[src/rtl/servo_pwm_driver.sv]
`default_nettype none
// ============================================================================
// Module   : servo_pwm_driver
// Brief    : Dual 50 Hz servo PWM generator with valid/ready command capture,
//            per-frame slew limiting, command watchdog and right-wheel mirroring.
// Revision : 1.0 - initial release
// ============================================================================
module servo_pwm_driver #(
    parameter int CLKS_PER_US    = 65,
    parameter int FRAME_US       = 20000,
    parameter int NEUTRAL_US     = 1500,
    parameter int US_PER_STEP    = 4,
    parameter int MIN_US         = 1000,
    parameter int MAX_US         = 2000,
    parameter int SLEW_STEP      = 8,
    parameter int TIMEOUT_FRAMES = 25,
    parameter int RIGHT_INVERT   = 1
) (
    input  logic       clk,
    input  logic       reset,
    input  logic       enable,
    input  logic [7:0] cmd_left,
    input  logic [7:0] cmd_right,
    input  logic       cmd_valid,
    output logic       cmd_ready,
    output logic       pwm_left,
    output logic       pwm_right,
    output logic [7:0] cur_left,
    output logic [7:0] cur_right,
    output logic       timed_out
);

    localparam int c_PW = (CLKS_PER_US > 1) ? $clog2(CLKS_PER_US) : 1;
    localparam int c_UW = (FRAME_US > 1) ? $clog2(FRAME_US) : 1;
    localparam int c_WW = (TIMEOUT_FRAMES > 0) ? $clog2(TIMEOUT_FRAMES + 1) : 1;

    localparam logic [c_PW-1:0]     c_PRESC_MAX = c_PW'(CLKS_PER_US - 1);
    localparam logic [c_UW-1:0]     c_US_MAX    = c_UW'(FRAME_US - 1);
    localparam logic [c_WW-1:0]     c_WD_MAX    = c_WW'(TIMEOUT_FRAMES);
    localparam logic signed [12:0]  c_NEUTRAL   = 13'(NEUTRAL_US);
    localparam logic signed [12:0]  c_STEP      = 13'(US_PER_STEP);
    localparam logic signed [12:0]  c_MIN       = 13'(MIN_US);
    localparam logic signed [12:0]  c_MAX       = 13'(MAX_US);
    localparam logic signed [8:0]   c_SLEW      = 9'(SLEW_STEP);

    logic [c_PW-1:0] r_presc;
    logic [c_UW-1:0] r_us;
    logic [c_WW-1:0] r_wd;
    logic            r_pend_full;
    logic [7:0]      r_pend_l, r_pend_r;
    logic [7:0]      r_tgt_l, r_tgt_r;
    logic [7:0]      r_cur_l, r_cur_r;
    logic [12:0]     r_width_l, r_width_r;
    logic            r_timed_out;
    logic            r_pwm_l, r_pwm_r;

    logic            w_tick, w_frame_start, w_accept, w_wd_expire;
    logic [c_WW-1:0] w_wd_inc;
    logic [7:0]      w_cap_l, w_cap_r;
    logic [7:0]      w_tgt_l, w_tgt_r;
    logic [7:0]      w_cur_l, w_cur_r;

    // Move cur toward tgt by at most SLEW_STEP; a zero step means jump directly.
    function automatic logic [7:0] slew_next(input logic [7:0] cur, input logic [7:0] tgt);
        logic signed [8:0] diff;
        diff = $signed({tgt[7], tgt}) - $signed({cur[7], cur});
        if (SLEW_STEP == 0 || (diff <= c_SLEW && diff >= -c_SLEW))
            slew_next = tgt;
        else if (diff > c_SLEW)
            slew_next = cur + c_SLEW[7:0];
        else
            slew_next = cur - c_SLEW[7:0];
    endfunction

    function automatic logic [12:0] width_of(input logic [7:0] cur, input logic invert);
        logic signed [12:0] cur_x, offs, raw;
        cur_x = $signed({{5{cur[7]}}, cur});
        offs  = cur_x * c_STEP;
        raw   = invert ? (c_NEUTRAL - offs) : (c_NEUTRAL + offs);
        if (raw < c_MIN)
            width_of = c_MIN;
        else if (raw > c_MAX)
            width_of = c_MAX;
        else
            width_of = raw;
    endfunction

    always_comb begin
        w_tick        = (r_presc == c_PRESC_MAX);
        w_frame_start = w_tick && (r_us == c_US_MAX);
        cmd_ready     = enable && !reset && !r_pend_full;
        w_accept      = cmd_valid && cmd_ready;
        w_cap_l       = (cmd_left  == 8'h80) ? 8'h81 : cmd_left;
        w_cap_r       = (cmd_right == 8'h80) ? 8'h81 : cmd_right;
        w_wd_inc      = (r_wd == c_WD_MAX) ? r_wd : r_wd + c_WW'(1);
        w_wd_expire   = !r_pend_full && (w_wd_inc == c_WD_MAX);
        // Target in force after this frame's load or watchdog override.
        w_tgt_l       = r_pend_full ? r_pend_l : (w_wd_expire ? 8'd0 : r_tgt_l);
        w_tgt_r       = r_pend_full ? r_pend_r : (w_wd_expire ? 8'd0 : r_tgt_r);
        w_cur_l       = slew_next(r_cur_l, w_tgt_l);
        w_cur_r       = slew_next(r_cur_r, w_tgt_r);
    end

    always_ff @(posedge clk) begin
        if (reset || !enable) begin
            r_presc     <= '0;
            r_us        <= '0;
            r_wd        <= '0;
            r_pend_full <= 1'b0;
            r_pend_l    <= 8'd0;
            r_pend_r    <= 8'd0;
            r_tgt_l     <= 8'd0;
            r_tgt_r     <= 8'd0;
            r_cur_l     <= 8'd0;
            r_cur_r     <= 8'd0;
            r_width_l   <= 13'(NEUTRAL_US);
            r_width_r   <= 13'(NEUTRAL_US);
            r_timed_out <= 1'b0;
            r_pwm_l     <= 1'b0;
            r_pwm_r     <= 1'b0;
        end else begin
            r_pwm_l <= (32'(r_us) < 32'(r_width_l));
            r_pwm_r <= (32'(r_us) < 32'(r_width_r));

            if (w_tick) begin
                r_presc <= '0;
                r_us    <= w_frame_start ? '0 : r_us + c_UW'(1);
            end else begin
                r_presc <= r_presc + c_PW'(1);
            end

            // Widths change only here, the same edge us_count wraps to 0.
            if (w_frame_start) begin
                r_tgt_l   <= w_tgt_l;
                r_tgt_r   <= w_tgt_r;
                r_cur_l   <= w_cur_l;
                r_cur_r   <= w_cur_r;
                r_width_l <= width_of(w_cur_l, 1'b0);
                r_width_r <= width_of(w_cur_r, RIGHT_INVERT != 0);
                if (r_pend_full) begin
                    r_pend_full <= 1'b0;
                end else begin
                    r_wd <= w_wd_inc;
                    if (w_wd_expire)
                        r_timed_out <= 1'b1;
                end
            end

            if (w_accept) begin
                r_pend_full <= 1'b1;
                r_pend_l    <= w_cap_l;
                r_pend_r    <= w_cap_r;
                r_wd        <= '0;
                r_timed_out <= 1'b0;
            end
        end
    end

    assign pwm_left  = r_pwm_l;
    assign pwm_right = r_pwm_r;
    assign cur_left  = r_cur_l;
    assign cur_right = r_cur_r;
    assign timed_out = r_timed_out;

endmodule
`default_nettype wire

[config.mk]
export PLATFORM = sky130hd
export DESIGN_NAME = servo_pwm_driver
export DESIGN_NICKNAME = d
export VERILOG_FILES = /design/src/rtl/servo_pwm_driver.sv
export SDC_FILE = /design/constraint.sdc
export NUM_CORES = 1
export LEC_CHECK = 0
export CORE_UTILIZATION = 50
export CTS_CLUSTER_SIZE = 14
export DETAILED_ROUTE_END_ITERATION = 8
export PLACE_DENSITY_LB_ADDON = 0.3
export RECOVER_POWER = 25
export SLEW_MARGIN = 20
export SYNTH_ARGS = -nofsm -noshare
export SYNTH_HDL_FRONTEND = slang
export SYNTH_SLANG_ARGS = --single-unit
[constraint.sdc]
create_clock -name clk -period 12 [get_ports clk]
set_input_delay 2.4 -clock clk [delete_from_list [all_inputs] [get_ports clk]]
set_output_delay 2.4 -clock clk [all_outputs]
set_load 0.1 [all_outputs]
-- Word-level counts from Yosys, hierarchy flattened
Cells that the tools add are included.
- bits in registers: 105
- bits of input ports: 20
- output and inout bits: 20
- word-level logic and storage cells: 79
- add/subtract/negate cells: 11
- $lt $le $gt $ge: 12
- equality and inequality tests: 6
- muxes and demuxes: 18
- bitwise operators: 1
- reduce and logical (&&, ||, !) cells: 16
- operators with widths (cell ; number):
    $mux 8 ; 10
    $mux 13 ; 4
    $lt 15x13->1 ; 2
    $gt 13x12->1 const B ; 2
    $lt 13x11->1 const B ; 2
    $ge 9x4->1 const B ; 2
    $gt 9x5->1 const B ; 2
    $le 9x5->1 const B ; 2
    $sub 8x8->9 ; 2
    $add 8x4->8 const B ; 2
    $eq 8x8->1 const B ; 2
    $sub 8x4->8 const B ; 2
    $add 15x1->15 const B ; 1
    $eq 15x15->1 const B ; 1
    $mux 15 ; 1
    $add 12x10->13 const A ; 1
    $sub 12x10->13 const A ; 1
    $eq 5x5->1 const B ; 2
    $add 7x1->7 const B ; 1
    $eq 7x7->1 const B ; 1
    $logic_and 1x1->1 ; 7
    $add 5x1->5 const B ; 1
    $mux 5 ; 1
    $reduce_or 2->1 ; 2
    other kinds (7) ; 10

-- Logic depth before layout (Yosys ltp)
Gate-level depths: netlist of run 1.
- word-level depth: 14
- mapped depth: 30
- depth with buffers taken out: 28

-- Worst setup path before layout of run 1
Ideal clock, no wire load.
- kind: reg2reg
- start: register r_wd[1]
- end: register r_width_l[3]
- arrival time: 6.154 ns
- required time: 11.875 ns
- path slack: 5.721 ns
- stages on the path, launching flop included: 31
- cells stage by stage: dfxtp_1 -> inv_1 -> ha_1 -> and3_1 -> o31ai_1 -> o211ai_2 -> clkbuf_1 -> and3_1 -> a21oi_1 -> ha_1 -> inv_1 -> fa_1 -> nand3_1 -> a21boi_0 -> nor4bb_1 -> nand4_1 -> nand2b_1 -> nand2_1 -> clkbuf_1 -> nor2_1 -> a21oi_1 -> inv_1 -> ha_1 -> inv_1 -> or4_1 -> nand4_1 -> a211o_4 -> or3_1 -> a22o_1 -> or3_1 -> o41a_1
- cells in the longest elaborated chain, start to end: 14
- elaborated cells between the ends (all ways): 19
- those cells by class: 3 x add/sub; 5 x order compare; 2 x eq/ne; 7 x mux; 2 x reduce/logical
- RTL lines (what ; RTL line ; text):
    start, declared ; 48 ; logic [c_WW-1:0] r_wd;
    start signal, assigned ; 143 ; r_wd <= w_wd_inc;
    $add 5x1->5 or $eq 5x5->1 (tied branches) ; 95 ; w_wd_inc = (r_wd == c_WD_MAX) ? r_wd : r_wd + c_WW'(1);
    $mux 5 * ; 95 ;
    $eq 5x5->1 * ; 96 ; w_wd_expire = !r_pend_full && (w_wd_inc == c_WD_MAX);
    $logic_and 1x1->1 * ; 96 ;
    $mux 8 * (2 in series) ; 98 ; w_tgt_l = r_pend_full ? r_pend_l : (w_wd_expire ? 8'd0 : r_tgt_l);
    $sub 8x8->9 ; 66 ; diff = $signed({tgt[7], tgt}) - $signed({cur[7], cur});
    $gt 9x5->1, or another cell as far along ; 69 ; else if (diff > c_SLEW)
    $mux 8 or $logic_and 1x1->1 (tied branches) ; 69, 67 ;
    $mux 8 * ; 67 ; if (SLEW_STEP == 0 || (diff <= c_SLEW && diff >= -c_SLEW))
    $add 12x10->13 * ; 79 ; raw = invert ? (c_NEUTRAL - offs) : (c_NEUTRAL + offs);
    $gt 13x12->1 ; 82 ; else if (raw > c_MAX)
    $mux 13 ; 82 ;
    $mux 13 * ; 80 ; if (raw < c_MIN)
    end signal, assigned ; 116 ; r_width_l <= 13'(NEUTRAL_US);
    end signal, assigned ; 138 ; r_width_l <= width_of(w_cur_l, 1'b0);
    end, declared ; 53 ; logic [12:0] r_width_l, r_width_r;
Mark *: on every way between the ends. The rest lies on a longest branch, timed or not.
A chain may end at the register's enable or synchronous reset.

-- Final worst setup path of run 1
- start: input reset
- end: output cmd_ready
- cells in the longest elaborated chain, start to end: 3
- RTL lines (what ; RTL line ; text):
    start, declared ; 20 ; input logic reset,
    $logic_not 1->1 ; 91 ; cmd_ready = enable && !reset && !r_pend_full;
    $logic_and 1x1->1 (2 in series) ; 91 ;
    end, declared ; 25 ; output logic cmd_ready,
Every way passes these cells.

==> impl_metrics.env, run 1 <==
export IMPL_grt_pass1_vias=5389
export IMPL_slew_limit_headroom=-0.2896
export IMPL_netSwitchingPower_uw=206.4
export IMPL_gr_usage_all_layers=0.2357
export IMPL_path_max_fanout=41
export IMPL_intPower_uw=537.4
export IMPL_fin_tns_setup_ns=0
export IMPL_worst_pin_slew_ns=1.934
export IMPL_start_util=0.5160
export IMPL_fmax_mhz=123.7
export IMPL_io_buffers=39
export IMPL_min_path_type="flip-flop to flip-flop"
export IMPL_avgViaCountPerCell=5.673
export IMPL_h_tree_depth=3
export IMPL_startpoint_type="primary input"
export IMPL_criticalPathCategory="primary input to output port"
export IMPL_cts_root_buf="clkbuf_16"
export IMPL_hold_violations=0
export IMPL_finalNonFillerCells=1038
export IMPL_finalCritPeriodShare=0.6737
export IMPL_clkPwrFrac=0.384
export IMPL_cts_max_path_buffers=2
export IMPL_placed_area_mm2=0.007056
export IMPL_drcViolationCount=0
export IMPL_synth_edf_count=0
export IMPL_fin_nets=933
export IMPL_power_combinational_fraction=0.177
export IMPL_hpwl_um=10760
export IMPL_powerDensity_mw_per_mm2=101.3
export IMPL_drtIter0Drc=382
export IMPL_outcome="finished with violations"
export IMPL_wire_per_inst_um=14.18
export IMPL_grt_max_degree=42
export IMPL_cp_arrival_ns=5.68
export IMPL_cts_buffers=9
export IMPL_clock_latency_ns=0.36
export IMPL_vdd_drop_max_mv=0.08530
export IMPL_r2r_setup_slack_ns=4.99
export IMPL_synth_avg_cell_area_um2=7.784
export IMPL_gp_routability_congestion=0.8939
export IMPL_syn_to_final_growth_pct=12.27
export IMPL_synthCells=840
export IMPL_min_from="r_tgt_r[1]$_SDFFE_PP0P_"
export IMPL_antenna_found_initial=0
export IMPL_diodes=0
export IMPL_synth_flop_cell="dfxtp_1"
export IMPL_cp_end_kind="output port"
export IMPL_pwr_share_seq=0.439
export IMPL_rsz0062_at_grt="false"
export IMPL_hold_buffers=0
export IMPL_setup_violations_final=0
export IMPL_maxCapViolCount=2
export IMPL_worstHoldPathCells=2
export IMPL_leakagePower_nw=2.991
export IMPL_io_pins=40
export IMPL_reg2regPathDepth=28
export IMPL_synthDistinctLibCells=82
export IMPL_clock_sinks=97
export IMPL_cp_required_ns=9.60
export IMPL_gr_total_overflow=0
export IMPL_violations="max-capacitance violations, max-slew violations"
export IMPL_placed_cells=1023
export IMPL_regToRegEndpoint="r_width_l[3]$_SDFFE_PP1P_"
export IMPL_synth_async_reset_ratio=0
export IMPL_antenna_left=0
export IMPL_netlist_area_mm2=0.006539
export IMPL_p_sw_frac=0.2775
export IMPL_route_vias_total=5889
export IMPL_core_area_mm2=0.01267
export IMPL_die_w_um=116.4
export IMPL_wl_um=14720
export IMPL_rows=41
export IMPL_fp_dieH_um=116.4
export IMPL_seq_area_frac_synth=0.2970
export IMPL_die_area_mm2=0.01354
export IMPL_grt_pass1_wl_um=25280
export IMPL_regToRegStartpoint="r_wd[1]$_SDFFE_PP0P_"
export IMPL_clk_pin_slew_ns=0.06
export IMPL_cts_setup_buffers=0
export IMPL_cts_resized=0
export IMPL_min_period_ns=8.085
export IMPL_first_pass_iters=5
export IMPL_syn_nets=911
export IMPL_whs_ns=0.4489
export IMPL_slew_violations=80
export IMPL_ys_warn_count=0
export IMPL_cts_tree="done"
export IMPL_skew_ns=0.008871
export IMPL_final_cell_area_mm2=0.007341
export IMPL_synth_seq_cells=97
export IMPL_min_to="r_tgt_r[1]$_SDFFE_PP0P_"
export IMPL_drive_gt1_frac=0.05196
-- critical path: stages --
cell and delay [ns]:
dlygate4sd3_1 0.55, nand2b_1 0.10, clkbuf_1 1.37, nor2_1 0.16, clkdlybuf4s50_1 1.06
-- worst max path at each step --
stage | to | from | cells past startpoint
floorplan | r_width_l[3]$_SDFFE_PP1P_ | r_wd[1]$_SDFFE_PP0P_ | 30
global placement | cmd_ready | reset | 5
global route | cmd_ready | reset | 5
finish | cmd_ready | reset | 5
detailed placement | cmd_ready | reset | 5
CTS | cmd_ready | reset | 5
-- synth_stat cells (4+ instances only) --
master	count	area [um^2]
nor2b_1	13	81.33
nor2_1	77	289.0
nand3_1	33	165.2
and4_1	4	35.03
a22oi_1	6	45.04
clkbuf_1	27	101.4
o21ai_0	50	250.2
o211ai_1	6	45.04
xor2_1	20	175.2
nor3_1	17	85.08
o31ai_1	5	37.54
and3_1	16	100.1
nor3b_1	4	30.03
a21o_1	10	75.07
nand3b_1	4	30.03
ha_1	47	588.1
fa_1	4	80.08
nand2_1	114	427.9
a211oi_1	17	127.6
a21oi_1	60	300.3
or3_1	8	50.05
a31oi_1	4	25.02
inv_1	58	217.7
nand4_1	10	62.56
mux2i_1	12	120.1
xnor2_1	26	227.7
nand2b_1	14	87.58
dfxtp_1	97	1942
-- per-stage QoR --
stage / total power [mW] / worst slack (ns) / utilization
floorplan: 0.4361 / 5.721 / -
global placement: 0.4624 / 5.016 / 0.5568
detailed placement: 0.4633 / 5.002 / 0.5568
CTS: 0.7495 / 4.990 / 0.5799
global route: 0.7795 / 3.747 / 0.5793
finish: 0.7438 / 3.915 / 0.5793
-- power groups by stage --
stage	Sequential [mW]	Clock (mW)	Combinational, mW
finish	0.327	0.286	0.132
global route	0.327	0.308	0.145
CTS	0.327	0.293	0.130
detailed placement	0.334	0	0.129
global placement	0.334	0	0.129
floorplan	0.336	0	0.100
-- cells by family after synthesis --
logic type	Yosys count	share of synthesized area
xor+xnor	46	0.06162
mux	15	0.02354
simple gates	337	0.2522
fa+ha+maj	51	0.1022
compound gates	201	0.2078
flops	97	0.2970
buf+inv	93	0.05568
-- final cells by class --
cell class              instances  area (um^2)
well taps                     172        215.2
inverters                      59        221.5
clock buffers                   9        225.2
fillers                      1229         5330
flip-flops and latches         97         1942
multi-input cells             650         4242
clock inverters                 6        67.56
repair buffers                 45        427.9
-- placed cells by master (no fill, tap or decap), types with 8 or more instances in the layout --
cell	netlist	routed
o21ai_0	50	50
a21o_1	10	10
a21oi_1	60	60
xor2_1	20	20
nand3_1	33	33
clkbuf_16	0	9
inv_1	58	58
nor2_1	77	77
xnor2_1	26	26
nor3_1	17	17
ha_1	47	47
clkdlybuf4s50_1	0	38
and3_1	16	16
nand2b_1	14	14
nand4_1	10	10
nand2_1	114	114
nor2b_1	13	12
or3_1	8	8
mux2i_1	12	12
a211oi_1	17	17
dfxtp_1	97	97
-- sequential cells by signal (all words and copies together) (netlist names) --
| register | flops |
|---|---|
| cur_left | 8 |
| cur_right | 8 |
| pwm_left | 1 |
| pwm_right | 1 |
| r_pend_full | 1 |
| r_pend_l | 8 |
| r_pend_r | 8 |
| r_presc | 7 |
| r_tgt_l | 8 |
| r_tgt_r | 8 |
| r_us | 15 |
| r_wd | 5 |
| r_width_l | 9 |
| r_width_r | 9 |
| timed_out | 1 |
-- per-layer routing --
metal / wire length [um] / vias up / track usage / share of wire
li1: - / 3005 / - / -
met4: 253 / 0 / 0.08291 / 0.017
met3: 716 / 26 / 0.04982 / 0.049
met2: 6484 / 124 / 0.3665 / 0.44
met1: 7267 / 2734 / 0.3222 / 0.49
met5: 0 / - / 0 / 0
Power figures use the tool's default switching activity.
==> run 2, diff against run 1 <==
- clock period: 12 -> 8.3 ns (I/O delays scaled with it)
==> run 2 against run 1 <==
Against the previous run: the flow still finishes with violations (max-capacitance violations, max-slew violations); routed wire length rose by 0.52%; first-iteration DRC count up 8.9%; sequential power rose by 45%; clock skew decreased by 0.0016 ns; count of clock-buffer cells in the layout increased by 3; clock power grew 45%; core utilization hardly changed; non-clock buffer count is the same; power grew 45%.
==> impl_metrics.env, run 2 (same netlist as run 1, synthesis figures left out) <==
export IMPL_drtIter0Drc=416
export IMPL_critPathSlowestCell="fa_1"
export IMPL_finalNonFillerCells=1039
export IMPL_antenna_found_initial=0
export IMPL_hold_buffers=0
export IMPL_grt_pass1_vias=5296
export IMPL_violations="max-capacitance violations, max-slew violations"
export IMPL_hpwl_um=10750
export IMPL_final_cell_mix="nand2_1 (114), dfxtp_1 (97), nor2_1 (77)"
export IMPL_layout_area_seq_mm2=0.001942
export IMPL_drcViolationCount=0
export IMPL_fill_cells=1207
export IMPL_cp_end_kind="flip-flop"
export IMPL_cts_setup_buffers=0
export IMPL_reg_largest_list="r_us: 15 flops, r_width_l: 9 flops, r_width_r: 9 flops"
export IMPL_gr_usage_all_layers=0.2343
export IMPL_cts_resized=0
export IMPL_route_vias_total=5801
export IMPL_min_path_type="flip-flop to flip-flop"
export IMPL_largest_reg_flops=15
export IMPL_min_period_ns=6.932
export IMPL_powerDensity_mw_per_mm2=146.6
export IMPL_multi_input_area_mm2=0.004242
export IMPL_largest_register="r_us"
export IMPL_criticalPathCategory="flip-flop to flip-flop"
export IMPL_final_common_cell="nand2_1"
export IMPL_syn_to_final_growth_pct=12.23
export IMPL_clock_latency_ns=0.36
export IMPL_path_max_fanout=14
export IMPL_cts_buffers=9
export IMPL_final_util=0.5791
export IMPL_core_area_mm2=0.01267
export IMPL_slowest_delay_ns=0.42
export IMPL_antenna_left=0
export IMPL_cp_required_ns=8.54
export IMPL_wl_um=14800
export IMPL_placed_cells=1023
export IMPL_wire_per_inst_um=14.24
export IMPL_fmax_mhz=144.3
export IMPL_clk_pin_slew_ns=0.07
export IMPL_slew_violations=80
export IMPL_io_buffers=39
export IMPL_leakagePower_nw=3.002
export IMPL_gp_routability_congestion=0.9115
export IMPL_io_pins=40
export IMPL_first_pass_iters=5
export IMPL_cp_arrival_ns=7.17
export IMPL_vdd_drop_max_mv=0.1218
export IMPL_gr_total_overflow=0
export IMPL_drive_gt1_frac=0.05306
export IMPL_die_area_mm2=0.01354
export IMPL_h_tree_depth=3
export IMPL_outcome="finished with violations"
export IMPL_skew_ns=0.007229
export IMPL_finalCritPeriodShare=0.8352
export IMPL_start_util=0.5160
export IMPL_grt_max_degree=45
export IMPL_rsz0062_at_grt="false"
export IMPL_worst_pin_slew_ns=1.992
export IMPL_clock_sinks=97
export IMPL_cts_max_path_buffers=2
export IMPL_crit_path_frequent_cell="inv_1"
export IMPL_cts_tree="done"
export IMPL_diodes=0
export IMPL_grt_pass1_wl_um=25070
export IMPL_fin_nets=933
export IMPL_avgViaCountPerCell=5.583
export IMPL_hold_violations=0
export IMPL_rows=41
export IMPL_cts_root_buf="clkbuf_16"
export IMPL_fp_dieH_um=116.4
export IMPL_maxCapViolCount=2
export IMPL_fin_tns_setup_ns=0
export IMPL_slew_limit_headroom=-0.3280
export IMPL_setup_violations_final=0
export IMPL_startpoint_type="flip-flop"
export IMPL_die_w_um=116.4
run 2: changes by cell type in the layout (fill, tap and decap cells not counted):
cell	before	now
clkinv_4	1	0
clkinv_2	1	3
clkbuf_8	0	3
bufinv_16	1	0
clkinvlp_4	2	0
run 2: critical path: cells and delay by family (launching register included):
family                     cells  cell delay, ns
buffers and inverters          4            0.37
DFF                            1            0.38
AOI/OAI and AO/OA              8            2.18
and+or+nand+nor               12            2.77
adders and majority gates      4            1.11
run 2: worst paths after layout:
check	from	end	slack, ns	depth (start not counted)
setup / recovery	r_wd[1]$_SDFFE_PP0P_	r_width_l[3]$_SDFFE_PP1P_	1.37	28
hold / removal	r_tgt_r[7]$_SDFFE_PP0P_	r_tgt_r[7]$_SDFFE_PP0P_	0.46	2
setup reg to reg	r_wd[1]$_SDFFE_PP0P_	r_width_l[3]$_SDFFE_PP1P_	1.37	28
hold reg to reg	r_tgt_r[7]$_SDFFE_PP0P_	r_tgt_r[7]$_SDFFE_PP0P_	0.46	2
run 2: layer usage:
metal / vias to the layer above / part of all wire / GRT usage / wire length (um)
met5: - / 0 / 0 / 0
met4: 0 / 0.015 / 0.07692 / 229
met3: 19 / 0.040 / 0.04100 / 590
met2: 123 / 0.44 / 0.3629 / 6456
met1: 2660 / 0.51 / 0.3285 / 7522
li1: 2999 / - / - / -
run 2: per-stage QoR:
| stage | worst slack (ns) | power (mW) | instance area (um^2) | hold slack, ns |
|---|---|---|---|---|
| after floorplan | 2.021 | 0.6306 | 6539 | 0.4258 |
| after detailed placement | 1.471 | 0.6696 | 7056 | 0.4474 |
| after global placement | 1.585 | 0.6686 | 7056 | 0.4417 |
| final | 1.368 | 1.076 | 7338 | 0.4576 |
| after global routing | 0.9244 | 1.121 | 7338 | 0.4758 |
| after CTS | 1.461 | 1.082 | 7346 | 0.4569 |
run 2: cell type report:
cell class	count	share of cell area
clock inverter	4	0.003240
multi-input combinational	650	0.5780
tap	172	0.02933
clock buffer	12	0.03632
timing repair buffer	45	0.05831
inverter	59	0.03018
sequential	97	0.2646
run 2: where the power goes:
group          leakage, nW  switching, mW  internal, mW
sequential           0.784        0.00478         0.469
clock                0.149          0.186         0.228
combinational         2.07          0.114        0.0745
total                 3.00          0.304         0.771
==> run 3, diff against run 2 <==
- clock period: 8.3 -> 6 ns (I/O delays scaled with it)
==> run 3 against run 2 <==
Against the previous run: the flow still finishes with violations (max-capacitance violations, max-slew violations); global-route usage rose by 1.6 points; worst setup slack got worse by 1.1 ns; cell count rose by 6.0%; flip-flop and latch count unchanged; design area grew 9.6%; critical path depth unchanged; clock skew about the same; power is 42% higher; register-to-register slack got worse by 1.1 ns; maximum frequency up 20%; largest power group unchanged.
==> impl_metrics.env, run 3 (same netlist as run 1, synthesis figures left out) <==
export IMPL_outcome="finished with violations"
export IMPL_violations="max-capacitance violations, max-slew violations"
export IMPL_startpoint="r_wd[1]$_SDFFE_PP0P_"
export IMPL_fp_dieH_um=116.4
export IMPL_wl_um=16570
export IMPL_crit_path_frequent_cell="ha_2"
export IMPL_start_util=0.5160
export IMPL_startpoint_type="flip-flop"
export IMPL_dp_slack_ns=-0.1199
export IMPL_clock_latency_ns=0.35
export IMPL_path_max_fanout=6
export IMPL_final_cell_mix="nand2_1 (113), dfxtp_1 (94), nor2_1 (76)"
export IMPL_setup_violations_final=0
export IMPL_critPathSlowestCell="dfxtp_4"
export IMPL_core_area_mm2=0.01267
export IMPL_drtIter0Drc=519
export IMPL_die_area_mm2=0.01354
export IMPL_fmax_mhz=173.2
export IMPL_multi_input_area_mm2=0.004494
export IMPL_min_period_ns=5.772
export IMPL_r2r_setup_slack_ns=0.23
export IMPL_gp_routability_congestion=0.9008
export IMPL_finalCritPeriodShare=0.9621
export IMPL_hpwl_um=12050
export IMPL_timing_final_ws_setup_ns=0.2275
export IMPL_io_pins=40
export IMPL_whs_ns=0.4634
export IMPL_first_pass_iters=5
export IMPL_final_common_cell="nand2_1"
export IMPL_clock_sinks=97
export IMPL_drive_gt1_frac=0.1572
export IMPL_gr_total_overflow=0
export IMPL_placed_cells=1068
export IMPL_cts_tree="done"
export IMPL_drcViolationCount=0
export IMPL_hold_violations=0
export IMPL_worst_pin_slew_ns=1.572
export IMPL_hold_buffers=0
export IMPL_cp_arrival_ns=6.01
export IMPL_grt_pass1_wl_um=26670
export IMPL_cts_buffers=9
export IMPL_reg2regPathDepth=28
export IMPL_largest_reg_flops=15
export IMPL_rows=41
export IMPL_largest_register="r_us"
export IMPL_total_power_mw=1.524
export IMPL_fill_cells=1117
export IMPL_syn_to_final_growth_pct=22.98
export IMPL_clk_pin_slew_ns=0.07
export IMPL_powerDensity_mw_per_mm2=189.6
export IMPL_antenna_found_initial=0
export IMPL_cts_max_path_buffers=2
export IMPL_io_buffers=39
export IMPL_min_path_type="flip-flop to flip-flop"
export IMPL_antenna_left=0
export IMPL_route_vias_total=6272
export IMPL_wire_per_inst_um=15.05
export IMPL_cp_required_ns=6.24
export IMPL_cp_endpoint="r_width_l[3]$_SDFFE_PP1P_"
export IMPL_cts_root_buf="clkbuf_16"
export IMPL_diodes=0
export IMPL_reg_largest_list="r_us: 15 flops, r_width_l: 9 flops, r_width_r: 9 flops"
export IMPL_finalNonFillerCells=1101
export IMPL_grt_pass1_vias=5640
export IMPL_regToRegEndpoint="r_width_l[3]$_SDFFE_PP1P_"
export IMPL_h_tree_depth=3
export IMPL_cp_end_kind="flip-flop"
export IMPL_regToRegStartpoint="r_wd[1]$_SDFFE_PP0P_"
export IMPL_layout_area_seq_mm2=0.001948
export IMPL_gr_usage_all_layers=0.2506
export IMPL_fin_nets=995
export IMPL_vdd_drop_max_mv=0.1787
export IMPL_die_w_um=116.4
export IMPL_grt_max_degree=45
export IMPL_maxCapViolCount=1
export IMPL_skew_ns=0.007709
export IMPL_criticalPathCategory="flip-flop to flip-flop"
export IMPL_leakagePower_nw=3.309
export IMPL_avgViaCountPerCell=5.697
export IMPL_slew_limit_headroom=-0.04788
export IMPL_slowest_delay_ns=0.38
export IMPL_final_util=0.6346
export IMPL_slew_violations=33
run 3: cell count changes in the layout (fill, tap and decap cells not counted), moves of 3 or more:
cell / delta
ha_4: +5
a21oi_2: +5
ha_2: +5
clkbuf_8: -3
dfxtp_1: -3
a21oi_1: -5
buf_4: +63
ha_1: -10
mux2i_2: +3
mux2i_1: -4
run 3: routing by layer:
metal	GRT usage	vias to the layer above	wire length, um
met4	0.07863	0	233
met2	0.4103	173	7737
met1	0.3364	2955	7726
li1	-	3125	-
met3	0.04152	19	868
met5	0	-	0
run 3: layout make-up:
type                       instances  share of cell area
sequential                        97              0.2423
tap                              172             0.02676
timing repair buffer             107              0.1108
inverter                          59             0.02754
multi-input combinational        650              0.5589
clock buffer                      10             0.02847
clock inverter                     6            0.005290
run 3: stage by stage:
stage	instance area [um^2]	TNS (ns)
after floorplan	6574	0
after global placement	7421	0
after detailed placement	7421	-0.3604
after CTS	7731	0
after global routing	8041	-0.05914
final	8041	0
run 3: report_power, final:
| part | leakage (nW) | switching, mW | internal (mW) | total (mW) |
|---|---|---|---|---|
| clock network | 0.129 | 0.254 | 0.282 | 0.536 |
| logic | 2.39 | 0.180 | 0.155 | 0.335 |
| registers | 0.786 | 0.00424 | 0.649 | 0.653 |
run 3: worst min-delay path by stage:
stage	startpoint	endpoint	depth (start not counted)
floorplan	r_presc[0]$_SDFF_PP0_	r_presc[0]$_SDFF_PP0_	1
global placement	r_presc[0]$_SDFF_PP0_	r_presc[0]$_SDFF_PP0_	1
detailed placement	r_tgt_r[2]$_SDFFE_PP0P_	r_tgt_r[2]$_SDFFE_PP0P_	2
CTS	r_tgt_r[2]$_SDFFE_PP0P_	r_tgt_r[2]$_SDFFE_PP0P_	2
global route	r_tgt_r[2]$_SDFFE_PP0P_	r_tgt_r[2]$_SDFFE_PP0P_	2
finish	r_tgt_r[2]$_SDFFE_PP0P_	r_tgt_r[2]$_SDFFE_PP0P_	2
run 3: timing repair:
| action | CTS | global route |
|---|---|---|
| resized for setup | 4 | 45 |
| pin swaps | 2 | 17 |
| endpoints found under the setup margin | 6 | 13 |
| buffers inserted | 3 | 14 |
run 3: worst max-delay path: cells and delay by family (launching register included):
family | cells | cell delay (ns)
flops | 1 | 0.38
simple gates | 12 | 1.81
compound gates | 7 | 1.54
mux | 2 | 0.57
fa+ha+maj | 3 | 0.89
buf+inv | 4 | 0.46
==> RTL edit, RTL diff (flow settings as in run 3) <==
Set the parameter `TIMEOUT_FRAMES` to 50 (it was 25).
--- a/src/rtl/servo_pwm_driver.sv
+++ b/src/rtl/servo_pwm_driver.sv
@@ -15,3 +15,3 @@
     parameter int SLEW_STEP      = 8,
-    parameter int TIMEOUT_FRAMES = 25,
+    parameter int TIMEOUT_FRAMES = 50,
     parameter int RIGHT_INVERT   = 1
Function: no difference found for any inputs over 10 cycles, from zero or initial values; that may be too few to reach the edited logic, so the function may still have changed.
==> RTL edit against run 3 <==
Combinational power is 23% lower. Area after synthesis is 4.1% lower. Sequential cell count increased by 1. Maximum frequency decreased by 1.8%. Highest routed layer unchanged. Non-clock buffer count decreased by 19. Wire length is 3.4% lower. Setup slack lost 0.10 ns. Critical path type unchanged. Total power fell by 3.1%. Design area down 4.0%.
==> RTL edit: results (changes against run 3) <==
| Metric | Value |
|---|---|
| Wire length of the first global-routing pass | 25.54 mm (-4.2%) |
| Synth Instances | 792 (-5.7%) |
| Fin area | 0.007716 mm^2 (-4.0%) |
| Multi-input gates | 606 (-6.8%) |
| Wire length on met2 | 7.634 mm (-1.3%) |
| Worst hold slack across all endpoints | 0.4577 ns (-0.005710 ns) |
| Portion of netlist area occupied by mux cells | 0.03093 (+0.007396) |
| Clock buf/inv share | 0.03746 (+0.003694) |
| Number of vias in the routed layout | 5857 (-6.6%) |
| Area taken by flip-flops and latches | 0.001972 mm^2 (+1.2%) |
| Clock period minus worst slack | 5.876 ns (+0.1035 ns) |
| Cell area after placement | 0.007061 mm^2 (-4.9%) |
| Area taken by multi-input logic gates | 0.004272 mm^2 (-5.0%) |
| Synth Area in Adders | 0.1066 (+0.004384) |
| Normalized max-slew margin | 0.2067 (+0.2545) |
| Maximum number of pins on one net before global-route repair | 51 (+13%) |
| Maximum VDD drop | 0.1417 mV (-21%) |
| Launch point of the worst hold path | r_width_r[3]$_SDFFE_PP1P_ |
| Met2 capacity usage during global routing | 0.4073 (-0.002984) |
| Count of different cell masters after synthesis | 72 (-12%) |
| Arrival time of data at the critical path endpoint | 6.11 ns (+0.10 ns) |
| Weighted congestion reported at the end of routability-driven placement | 0.8944 (-0.71%) |
| Xor-xnor portion of the synthesized cell area | 0.07404 (+0.01242) |
| Power Dens Cells | 191.4 mW/mm^2 (+0.99%) |
| Utilization of the core after routing | 0.6371 (+0.002447) |
| Number of nets in the final layout | 932 (-6.3%) |
| Max incr delay on CP | 0.51 ns (+0.13 ns) |
| Number of global-route vias before repair | 5405 (-4.2%) |
| Power in sequential cells | 0.659 mW (+0.9%) |
| Worst slack at placement | -0.1853 ns (-0.06544 ns) |
| Status | complete, no violations |
| Max Clock Skew | 0.01062 ns (+0.002913 ns) |
| # fillers | 1065 (-4.7%) |
| Leading cell types by total area after synthesis | sky130_fd_sc_hd__dfxtp_1 31%, sky130_fd_sc_hd__ha_1 9.4%, sky130_fd_sc_hd__nor2_1 5.7% |
-- RTL edit: cell types whose count changed after synthesis, moves of 4 or more --
cell / run 3 / this run
sky130_fd_sc_hd__a211oi_1: 17 / 23
sky130_fd_sc_hd__a21oi_1: 60 / 45
sky130_fd_sc_hd__a31oi_1: 4 / 9
sky130_fd_sc_hd__and4_1: 4 / 0
sky130_fd_sc_hd__nand2_1: 114 / 82
sky130_fd_sc_hd__nand3_1: 33 / 22
sky130_fd_sc_hd__nor2_1: 77 / 95
sky130_fd_sc_hd__o21ai_0: 50 / 40
sky130_fd_sc_hd__o21ai_1: 2 / 6
sky130_fd_sc_hd__o31ai_1: 5 / 1
sky130_fd_sc_hd__xnor2_1: 26 / 32
-- RTL edit: worst max-delay path, delay by kind of cell (launching register included) --
family / cells / cell delay, ns
AO/OA/AOI/OAI: 15 / 2.74
XOR/XNOR: 1 / 0.14
adder cells (fa/ha/maj): 2 / 0.56
buffers and inverters: 5 / 0.64
flip-flops: 1 / 0.39
AND/OR/NAND/NOR: 5 / 1.30
